## src/rtl/marquee_pkg.sv

```systemverilog
// Shared op-code definitions and the masked rotation search used by the marquee sequencer.
package marquee_pkg;

  localparam int NUM_OPS = 8;

  typedef enum logic [2:0] {
    OP_OR   = 3'd0,
    OP_AND  = 3'd1,
    OP_XOR  = 3'd2,
    OP_CAT  = 3'd3,
    OP_ADD  = 3'd4,
    OP_SUB  = 3'd5,
    OP_MUL  = 3'd6,
    OP_XNOR = 3'd7
  } op_e;

  // First set mask bit strictly after ptr in dir order, wrapping; a lone set bit finds itself.
  // Scanning from the farthest step down leaves the nearest hit in res.
  function automatic logic [2:0] next_set_bit(input logic [2:0] ptr,
                                              input logic [7:0] mask,
                                              input logic       dir);
    logic [2:0] res;
    logic [2:0] idx;
    res = '0;
    for (int k = NUM_OPS; k >= 1; k--) begin
      idx = dir ? (ptr - 3'(k)) : (ptr + 3'(k));
      if (mask[idx]) res = idx;
    end
    return res;
  endfunction

endpackage

```

## src/rtl/marquee_seq_if.sv

```systemverilog
// Valid/ready operand and result stream of the marquee sequencer.
interface marquee_seq_if #(parameter int W = 3);
  logic           in_valid;
  logic           in_ready;
  logic [W-1:0]   indataA;
  logic [W-1:0]   indataB;
  logic           out_valid;
  logic           out_ready;
  logic [2*W-1:0] outdata;
  logic [2:0]     op_idx;

  modport master (
    output in_valid, indataA, indataB, out_ready,
    input  in_ready, out_valid, outdata, op_idx
  );

  modport slave (
    input  in_valid, indataA, indataB, out_ready,
    output in_ready, out_valid, outdata, op_idx
  );
endinterface

```

## src/rtl/marquee_alu.sv

```systemverilog
// Combinational op evaluator: maps (op, A, B) to a 2W-bit result, W-bit results zero-extended.
module marquee_alu
  import marquee_pkg::*;
#(
  parameter int W = 3
) (
  input  logic [2:0]     op_i,
  input  logic [W-1:0]   a_i,
  input  logic [W-1:0]   b_i,
  output logic [2*W-1:0] res_o
);

  logic [2*W-1:0] a_x;
  logic [2*W-1:0] b_x;

  assign a_x = {{W{1'b0}}, a_i};
  assign b_x = {{W{1'b0}}, b_i};

  always_comb begin
    res_o = '0;
    case (op_e'(op_i))
      OP_OR:   res_o = {{W{1'b0}}, a_i | b_i};
      OP_AND:  res_o = {{W{1'b0}}, a_i & b_i};
      OP_XOR:  res_o = {{W{1'b0}}, a_i ^ b_i};
      OP_CAT:  res_o = {a_i, b_i};
      OP_ADD:  res_o = a_x + b_x;
      OP_SUB:  res_o = a_x - b_x;
      OP_MUL:  res_o = a_x * b_x;
      OP_XNOR: res_o = {{W{1'b0}}, ~(a_i ^ b_i)};
      default: res_o = '0;
    endcase
  end

endmodule

```

## src/rtl/marquee_seq.sv

```systemverilog
// Rotating-op stream processor: each accepted operand pair is combined by the current op,
// and the op pointer walks the enabled ops after dwell+1 transactions on each.
module marquee_seq
  import marquee_pkg::*;
#(
  parameter int W       = 3,
  parameter int DWELL_W = 4
) (
  input  logic               clk,
  input  logic               rst,
  input  logic               en,
  input  logic               dir,
  input  logic [7:0]         op_mask,
  input  logic [DWELL_W-1:0] dwell,
  marquee_seq_if.slave       bus
);

  logic [2:0]         ptr_q, ptr_d;
  logic [DWELL_W-1:0] dcnt_q, dcnt_d;
  logic               out_valid_q, out_valid_d;
  logic [2*W-1:0]     outdata_q, outdata_d;
  logic [2:0]         op_idx_q, op_idx_d;

  logic [2:0]         eff_op;
  logic [2*W-1:0]     alu_res;
  logic               in_ready;
  logic               accept;

  marquee_alu #(.W(W)) u_alu (
    .op_i  (eff_op),
    .a_i   (bus.indataA),
    .b_i   (bus.indataB),
    .res_o (alu_res)
  );

  always_ff @(posedge clk or negedge rst) begin
    if (!rst) begin
      ptr_q       <= '0;
      dcnt_q      <= '0;
      out_valid_q <= 1'b0;
      outdata_q   <= '0;
      op_idx_q    <= '0;
    end else begin
      ptr_q       <= ptr_d;
      dcnt_q      <= dcnt_d;
      out_valid_q <= out_valid_d;
      outdata_q   <= outdata_d;
      op_idx_q    <= op_idx_d;
    end
  end

  // dcnt >= dwell (not ==) so a dwell lowered under the running count still terminates.
  always_comb begin
    ptr_d       = ptr_q;
    dcnt_d      = dcnt_q;
    outdata_d   = outdata_q;
    op_idx_d    = op_idx_q;
    out_valid_d = accept | (out_valid_q & ~bus.out_ready);
    if (accept) begin
      outdata_d = alu_res;
      op_idx_d  = eff_op;
      if (dcnt_q >= dwell) begin
        dcnt_d = '0;
        ptr_d  = next_set_bit(eff_op, op_mask, dir);
      end else begin
        dcnt_d = dcnt_q + DWELL_W'(1);
        ptr_d  = eff_op;
      end
    end
  end

  // An empty mask falls back to op 0 through next_set_bit's default.
  always_comb begin
    eff_op   = op_mask[ptr_q] ? ptr_q : next_set_bit(ptr_q, op_mask, dir);
    in_ready = rst & en & (~out_valid_q | bus.out_ready);
    accept   = bus.in_valid & in_ready;
  end

  assign bus.in_ready  = in_ready;
  assign bus.out_valid = out_valid_q;
  assign bus.outdata   = outdata_q;
  assign bus.op_idx    = op_idx_q;

endmodule

```

## src/flat_wrapper.sv

```systemverilog
// flat-port wrapper written by rule: the top's interface ports become plain ports
module marquee_seq_flat import marquee_pkg::*;
#(
  parameter int W       = 3,
  parameter int DWELL_W = 4
)
  (clk, rst, en, dir, op_mask, dwell, bus_in_valid, bus_indataA, bus_indataB, bus_out_ready, bus_in_ready, bus_out_valid, bus_outdata, bus_op_idx);
  marquee_seq_if #(.W(W)) bus_i ();
  input  logic clk;
  input  logic rst;
  input  logic en;
  input  logic dir;
  input  logic [7:0] op_mask;
  input  logic [DWELL_W-1:0] dwell;
  input wire logic [$bits(bus_i.in_valid)-1:0] bus_in_valid;
  input wire logic [$bits(bus_i.indataA)-1:0] bus_indataA;
  input wire logic [$bits(bus_i.indataB)-1:0] bus_indataB;
  input wire logic [$bits(bus_i.out_ready)-1:0] bus_out_ready;
  output wire logic [$bits(bus_i.in_ready)-1:0] bus_in_ready;
  output wire logic [$bits(bus_i.out_valid)-1:0] bus_out_valid;
  output wire logic [$bits(bus_i.outdata)-1:0] bus_outdata;
  output wire logic [$bits(bus_i.op_idx)-1:0] bus_op_idx;
  assign bus_i.in_valid = bus_in_valid;
  assign bus_i.indataA = bus_indataA;
  assign bus_i.indataB = bus_indataB;
  assign bus_i.out_ready = bus_out_ready;
  assign bus_in_ready = bus_i.in_ready;
  assign bus_out_valid = bus_i.out_valid;
  assign bus_outdata = bus_i.outdata;
  assign bus_op_idx = bus_i.op_idx;
  marquee_seq #(.W(W), .DWELL_W(DWELL_W)) u_core (.clk(clk), .rst(rst), .en(en), .dir(dir), .op_mask(op_mask), .dwell(dwell), .bus(bus_i));
endmodule
```

## config.mk

```make
export PLATFORM = sky130hd
export DESIGN_NAME = marquee_seq_flat
export DESIGN_NICKNAME = d
export VERILOG_FILES = /design/src/rtl/marquee_pkg.sv /design/src/rtl/marquee_seq_if.sv /design/src/rtl/marquee_alu.sv /design/src/rtl/marquee_seq.sv /design/src/flat_wrapper.sv
export SDC_FILE = /design/constraint.sdc
export NUM_CORES = 1
export LEC_CHECK = 0
export ABC_AREA = 0
export BUFFER_PORTS_ARGS = -buffer_cell sky130_fd_sc_hd__buf_2
export CAP_MARGIN = 20
export CORE_UTILIZATION = 30
export CTS_BUF_LIST = sky130_fd_sc_hd__clkbuf_8
export DETAILED_ROUTE_END_ITERATION = 8
export PLACE_DENSITY_LB_ADDON = 0.2
export SYNTH_ARGS = -nofsm -noshare
export SYNTH_HDL_FRONTEND = slang
export SYNTH_HIERARCHICAL = 1
export SYNTH_SLANG_ARGS = --single-unit
```

## constraint.sdc

```tcl
create_clock -name clk -period 5.35 [get_ports clk]
set_clock_uncertainty 0.15 [all_clocks]
set_input_delay 1.07 -clock clk [delete_from_list [all_inputs] [get_ports clk]]
set_output_delay 1.07 -clock clk [all_outputs]
set_load 0.03 [all_outputs]
```

==> insert_results.sql, run 1 <==
INSERT INTO impl_metrics (metric_group, metric, value, unit) VALUES
('outcome', 'outcome', 'complete, but fails checks', ''),
('outcome', 'violations', 'DRC', ''),
('placement', 'globalplace.congestion', '0.884', ''),
('global_routing', 'grt_pass1_wl', '17200', 'microns'),
('cells_and_area', 'nNetsFinal', '560', ''),
('synthesis', 'netlist_instances', '426', ''),
('worst_setup_path', 'timing.reg2reg.setup_slack', '0.47', 'ns'),
('timing', 'finalCritPeriodShare', '0.988', ''),
('route', 'ant_nets', '0', ''),
('route', 'route.detailed.drc', '2', ''),
('worst_setup_path', 'worst_setup_sp_type', 'input port', ''),
('timing', 'final_hold_fails', '0', ''),
('timing', 'timing.final.crit_period', '5.29', 'ns'),
('synthesis', 'post_synth_instance_area', '3570', 'sq um'),
('placement', 'buffer_ports.inserted', '34', ''),
('worst_setup_path', 'worst-path-stages', '18', ''),
('synthesis', 'yosys_warnings', '6', ''),
('synthesis', 'synth_async_reset_ratio', '1.00', ''),
('floorplanning', 'placement_rows', '39', ''),
('worst_setup_path', 'cpMostUsedCell', 'mux2i_4', ''),
('floorplanning', 'fp.dieArea', '12300', 'sq um'),
('synthesis', 'synthDistinctLibCells', '81', ''),
('worst_setup_path', 'cp_data_arrival_time', '5.24', 'ns'),
('placement', 'detailedPlacementHpwl', '7920', 'microns'),
('global_routing', 'leftover_overflow_at_the_end_of_global_routing', '0', ''),
('synthesis', 'synth_seq_cells', '17', ''),
('route', 'avgViaCountPerCell', '5.42', ''),
('global_routing', 'grt_max_degree', '28', ''),
('synthesis', 'postSynth.topFlopCell', 'dfrtp_1', ''),
('route', 'first_pass_iters', '6', ''),
('job', 'cap_violations', '0', ''),
('synthesis', 'avgSynthCellArea', '8.38', 'sq um'),
('worst_setup_path', 'worstSetupEndpointType', 'flip-flop', ''),
('worst_setup_path', 'worstPathBufferInverterCount', '5', ''),
('worst_setup_path', 'crit_chain', 'buf_8, inv_6, fa_2, mux4_2, buf_6, mux2i_4, a21bo_2, o221a_4, o311a_1, inv_2, fa_2, clkinv_4, mux2i_4, mux2i_4, o221a_1, o21a_1, o31ai_2, o21ai_1', ''),
('clock_tree', 'clock-sinks', '17', ''),
('timing', 'final-setup-viol-count', '0', ''),
('worst_setup_path', 'critical_path.top_delay_family', 'compound AO/OA/AOI/OAI gates', ''),
('synthesis', 'number_of_synthesized_flops_with_an_enable_pin', '0', ''),
('timing', 'grt_setup_unrepaired', 'yes', ''),
('floorplanning', 'die_w', '111', 'microns'),
('worst_setup_path', 'critPathLaunch', 'dir', ''),
('clock_tree', 'clk_latency', '0.25', 'ns'),
('cells_and_area', 'layout.core_utilization', '0.390', ''),
('timing', 'fmaxAchievable', '189', 'MHz'),
('timing', 'timing_max_transition_violations_final', '0', ''),
('worst_setup_path', 'crit_path_max_fanout', '6', ''),
('global_routing', 'gr-usage-all-layers', '0.169', ''),
('cells_and_area', 'commonest_non_fill_non_tap_cell_in_the_layout', 'nand2_1', ''),
('cells_and_area', 'n_antenna_cell', '0', ''),
('clock_tree', 'clock_tree.root_cell', 'clkbuf_8', ''),
('worst_setup_path', 'crit_path_top_delay_cell', 'fa_2', ''),
('clock_tree', 'postCtsHoldBufs', '0', ''),
('clock_tree', 'cts_buffers', '3', ''),
('global_routing', 'grt_pass1_vias', '3515', ''),
('floorplanning', 'die_h', '111', 'microns'),
('cells_and_area', 'layout.cells.most_common_list', '66 x nand2_1, 61 x buf_4, 33 x buf_2', ''),
('global_routing', 'antenna_violations_before_repair', '0', ''),
('floorplanning', 'ios', '35', ''),
('synthesis', 'seq_area_frac_synth', '0.119', ''),
('worst_setup_path', 'cp_slowest_stage_delay', '0.58', 'ns'),
('hold_path', 'holdCritPathClass', 'flip-flop to flip-flop', ''),
('clock_tree', 'cts_tree', 'built', ''),
('route', 'drt_wl_total', '10200', 'microns'),
('worst_setup_path', 'critPathRequiredTime', '5.30', 'ns'),
('worst_setup_path', 'setup_crit_path_kind', 'input port to flip-flop', ''),
('cells_and_area', 'drive_above_1_share', '0.327', ''),
('worst_setup_path', 'reg2reg_depth', '17', ''),
('clock_tree', 'cts_buffer_depth', '2', ''),
('timing', 'worstMarginPinSlew', '0.747', 'ns'),
('placement', 'placedInstanceArea', '4250', 'sq um');
layout make-up:
class | count | area, sq um
Fill cell | 1218 | 7030
Multi-Input combinational cell | 363 | 3060
Timing Repair Buffer | 98 | 672
Sequential cell | 17 | 425
Tap cell | 143 | 179
Inverter | 25 | 106
Clock buffer | 3 | 41.3
Clock inverter | 1 | 5.00
repair_timing:
item                                    in CTS  in global routing
pin swaps                                    0                 11
endpoints found under the setup margin       1                  3
buffers inserted                             0                 10
gates resized for setup                      3                 20
worst reg2reg max path: stages, from the launching register on:
cell and delay (ns):
dfrtp_1 0.34, inv_1 0.12, fa_2 0.65, mux4_2 0.56
buf_6 0.15, mux2i_4 0.14, a21bo_2 0.24, o221a_4 0.21
o311a_1 0.31, inv_2 0.11, fa_2 0.48, clkinv_4 0.12
mux2i_4 0.27, mux2i_4 0.12, o221a_1 0.27, o21a_1 0.19
o31ai_2 0.22, o21ai_1 0.09
stage by stage:
stage          TNS (ns)  hold WS, ns  worst slack [ns]  std cells
3_3_place_gp     -0.508        0.306            -0.201        636
6_report              0        0.320            0.0633        650
2_1_floorplan    -0.354        0.335            -0.264        426
4_1_cts               0        0.326           0.00967        640
3_5_place_dp     -0.752        0.308            -0.328        636
5_1_grt          -0.283        0.346            -0.162        650
synth_stat cells, types with 9 or more instances:
cell       n  area share
nor2_1    24       0.025
inv_1     22       0.023
nand3_1   12       0.017
dfrtp_1   17        0.12
clkbuf_1   9      0.0095
a21o_1    10       0.021
a21oi_1   24       0.034
mux2i_1   22       0.062
o21ai_0   22       0.031
ha_1      21       0.074
mux4_2    14       0.088
nand2b_1   9       0.016
nand2_1   66       0.069
path summary, 6_finish.rpt:
path / end
max: u_core/ptr_q[0]
min: u_core/bus.outdata[2]
max reg2reg: u_core/ptr_q[0]
min reg2reg: u_core/bus.outdata[2]
max in group asynchronous: u_core/dcnt_q[1]
min in group asynchronous: u_core/bus.op_idx[2]
registers in the layout, summed over array words and instances (netlist names):
register              flops
u_core/bus.op_idx         3
u_core/bus.outdata        6
u_core/ptr_q              3
u_core/bus.out_valid      1
u_core/dcnt_q             4
routing by layer:
metal	share of wire	track usage	vias up
li1	-	-	1747
met1	0.47	0.233	1689
met2	0.47	0.291	71
met3	0.037	0.00929	14
met4	0.018	0.0360	0
met5	0	0	-
kinds of logic after synthesis:
family / count (synthesis) / share of synthesized area
and+or+nand+nor: 149 / 0.208
AOI/OAI and AO/OA: 129 / 0.261
muxes: 48 / 0.196
buffers and inverters: 46 / 0.0589
adders and majority gates: 28 / 0.113
DFF: 17 / 0.119
xor gates and xnor gates: 9 / 0.0442
Power of run 1 is left out: the tool's default activity adds up to more than one toggle a clock period on the data nets, which glitch-free logic cannot reach.
==> run 2, diff against run 1 <==
ABC_AREA = 1   (was 0)
==> run 2 against run 1 <==
The run now ends clean. Worst setup slack gained 0.39 ns. Non-clock buffer count shrank 56. Flip-flop and latch count is the same. Routed wire length shrank 13%. Cell count grew 10%. First-iteration DRC count shrank 4.5%. Via count grew 1.2%. Fmax grew 8.1%. Critical path type unchanged. Largest cell class unchanged.
==> insert_results.sql, run 2 <==
INSERT INTO impl_metrics (metric_group, metric, value, unit) VALUES
('route', 'wl_per_cell', '12.3', 'microns'),
('synthesis', 'yosys.area.top_type_share', '0.267', ''),
('synthesis', 'avgSynthCellArea', '5.65', 'sq um'),
('worst_setup_path', 'critical_path.top_delay_family', 'simple AND/OR/NAND/NOR gates', ''),
('synthesis', 'synth.net_count', '605', ''),
('synthesis', 'synth_top_cells_by_area', 'nand2_1 27%, nand3_1 14%, dfrtp_1 14%', ''),
('cells_and_area', 'layout.cells.most_common_list', '222 x nand2_1, 86 x nand3_1, 59 x inv_1', ''),
('worst_setup_path', 'timing.reg2reg.setup_slack', '1.00', 'ns'),
('worst_setup_path', 'cp_data_arrival_time', '4.89', 'ns'),
('floorplanning', 'ios', '35', ''),
('global_routing', 'grt_pass1_vias', '3287', ''),
('route', 'ant_nets', '0', ''),
('global_routing', 'grt_pass1_wl', '15500', 'microns'),
('timing', 'final_hold_fails', '0', ''),
('clock_tree', 'cts_tree', 'built', ''),
('timing', 'fmaxAchievable', '204', 'MHz'),
('floorplanning', 'core-area', '9910', 'sq um'),
('cells_and_area', 'layout.core_utilization', '0.348', ''),
('placement', 'detailedPlacementHpwl', '7020', 'microns'),
('worst_setup_path', 'critPathRequiredTime', '5.34', 'ns'),
('cells_and_area', 'layout.cell_area.non_filler', '3450', 'sq um'),
('synthesis', 'yosys.area.top_type', 'nand2_1', ''),
('hold_path', 'hold_path_depth', '2', ''),
('cells_and_area', 'commonest_non_fill_non_tap_cell_in_the_layout', 'nand2_1', ''),
('clock_tree', 'cts_buffer_depth', '2', ''),
('route', 'via_count', '3564', ''),
('cells_and_area', 'nNetsFinal', '638', ''),
('placement', 'place_worst_setup_slack', '0.221', 'ns'),
('outcome', 'outcome', 'finished, final reports clean', ''),
('worst_setup_path', 'worstSetupEndpointType', 'flip-flop', ''),
('global_routing', 'antenna_violations_before_repair', '0', ''),
('synthesis', 'post_synth_instance_area', '3120', 'sq um'),
('clock_tree', 'clk_latency', '0.24', 'ns'),
('cells_and_area', 'syn_to_final_growth', '10.6', '%'),
('cells_and_area', 'drive_above_1_share', '0.149', ''),
('synthesis', 'yosys.cell_count.top_type', 'nand2_1', ''),
('global_routing', 'gr-usage-all-layers', '0.168', ''),
('clock_tree', 'post_cts_buffers', '0', ''),
('synthesis', 'ys_top_cells_by_count', '222 x nand2_1, 86 x nand3_1, 58 x inv_1', ''),
('cells_and_area', 'n_fill_cell', '1124', ''),
('timing', 'slew-limit-headroom', '0.618', ''),
('timing', 'grt_setup_unrepaired', 'no', ''),
('hold_path', 'holdCritPathClass', 'flip-flop to flip-flop', ''),
('worst_setup_path', 'worstPathBufferInverterCount', '7', ''),
('clock_tree', 'clock_tree.root_cell', 'clkbuf_8', ''),
('worst_setup_path', 'worst_r2r_startpoint', 'u_core/ptr_q[0]', ''),
('route', 'avgViaCountPerCell', '4.96', ''),
('clock_tree', 'cts-resized-gates', '0', ''),
('route', 'route.detailed.drc', '0', ''),
('floorplanning', 'die_h', '104', 'microns'),
('floorplanning', 'floorplan.initialDensity', '0.315', ''),
('clock_tree', 'postCtsHoldBufs', '0', ''),
('synthesis', 'yosys_warnings', '6', ''),
('timing', 'final-setup-viol-count', '0', ''),
('timing', 'timing.final.ws_setup', '0.457', 'ns'),
('floorplanning', 'placement_rows', '36', ''),
('placement', 'placedInstanceArea', '3410', 'sq um'),
('synthesis', 'synthDistinctLibCells', '32', ''),
('cells_and_area', 'register_area', '425', 'sq um'),
('floorplanning', 'fp.dieArea', '10800', 'sq um'),
('synthesis', 'synth_seq_cells', '17', ''),
('synthesis', 'number_of_synthesized_flops_with_an_enable_pin', '0', ''),
('timing', 'timing_max_transition_violations_final', '0', ''),
('worst_setup_path', 'crit_path_max_fanout', '9', ''),
('worst_setup_path', 'reg2reg_depth', '30', ''),
('route', 'dr.first_iter.drc_count', '214', ''),
('route', 'drt_wl_total', '8850', 'microns'),
('route', 'first_pass_iters', '5', ''),
('cells_and_area', 'multi_input_area', '2320', 'sq um'),
('timing', 'timing.final.crit_period', '4.89', 'ns'),
('cells_and_area', 'n_antenna_cell', '0', ''),
('floorplanning', 'die_w', '104', 'microns'),
('global_routing', 'leftover_overflow_at_the_end_of_global_routing', '0', ''),
('timing', 'finalCritPeriodShare', '0.914', ''),
('worst_setup_path', 'setup_crit_path_kind', 'input port to flip-flop', ''),
('clock_tree', 'worst_setup_hold_path_clk_slew', '0.06', 'ns'),
('worst_setup_path', 'crit_path_top_delay_cell', 'fa_1', ''),
('timing', 'finalSetupTns', '0', 'ns'),
('job', 'cap_violations', '0', ''),
('synthesis', 'synth_async_reset_ratio', '1.00', ''),
('clock_tree', 'clock-sinks', '17', ''),
('clock_tree', 'cts_buffers', '3', ''),
('worst_setup_path', 'cpMostUsedCell', 'nand2_1', ''),
('worst_setup_path', 'cp_slowest_stage_delay', '0.74', 'ns'),
('worst_setup_path', 'worst_setup_sp_type', 'input port', ''),
('hold_path', 'hold_end', 'u_core/bus.outdata[3]', ''),
('placement', 'buffer_ports.inserted', '34', ''),
('timing', 'worstMarginPinSlew', '0.572', 'ns'),
('worst_setup_path', 'crit-reg2reg-capture', 'u_core/ptr_q[0]', ''),
('clock_tree', 'h-tree-depth', '1', ''),
('synthesis', 'postSynth.topFlopCell', 'dfrtp_1', ''),
('hold_path', 'timing.hold.worst.start', 'u_core/bus.outdata[3]', ''),
('global_routing', 'grt_max_degree', '26', ''),
('placement', 'globalplace.congestion', '0.891', ''),
('synthesis', 'netlist_instances', '553', ''),
('cells_and_area', 'largest_register_ff_count', '6', ''),
('synthesis', 'seq_area_frac_synth', '0.136', '');
run 2: cell types whose count changed after synthesis, sizes merged, moves of 10 or more:
| cell | delta |
|---|---|
| nand3 | +74 |
| nand2 | +176 |
| mux2i | -25 |
| a21o | -10 |
| nor2 | +12 |
| o21ai | -19 |
| inv | +45 |
| nand4 | +16 |
| mux4 | -15 |
run 2: how the worst max path moves through the flow:
stage / from / end / slack, ns / cells past startpoint
after global routing: dir / u_core/ptr_q[1] / 0.05 / 34
after detailed placement: dir / u_core/ptr_q[1] / 0.22 / 35
after CTS: dir / u_core/ptr_q[1] / 0.48 / 35
final: dir / u_core/ptr_q[0] / 0.46 / 31
after floorplan: dir / u_core/ptr_q[1] / 0.62 / 36
after global placement: dir / u_core/ptr_q[1] / 0.32 / 35
run 2: logic make-up (layout without fill, tap and decap cells):
logic type / count (synthesis) / count (layout) / share of synthesized area
buffers and inverters: 84 / 116 / 0.120
AO/OA/AOI/OAI: 32 / 32 / 0.0569
flip-flops: 17 / 17 / 0.136
XOR/XNOR: 3 / 3 / 0.00842
adder cells (fa/ha/maj): 28 / 28 / 0.129
AND/OR/NAND/NOR: 389 / 389 / 0.549
run 2: area by class of cell:
cell class / count / area share
well taps: 133 / 0.0482
clock inverters: 1 / 0.00109
repair buffers: 42 / 0.0667
multi-input cells: 452 / 0.672
inverters: 70 / 0.0768
clock buffers: 3 / 0.0120
flip-flops and latches: 17 / 0.123
run 2: stage by stage:
stage	hold slack (ns)	instances
floorplan	0.350	553
global placement	0.314	714
detailed placement	0.320	714
CTS	0.343	718
global route	0.370	718
finish	0.334	718
run 2: tightest hold or removal path, stage by stage, from the launching register on:
cell and delay (ns):
dfrtp_1 0.34, nand2_1 0.05, nand2_1 0.06
run 2: metal layers:
metal  wire length [microns]  GRT usage
met4                     216     0.0429
met3                     551     0.0226
met2                    4000      0.278
met5                       0          0
met1                    4080      0.230
Power of run 2 is left out for the same reason.
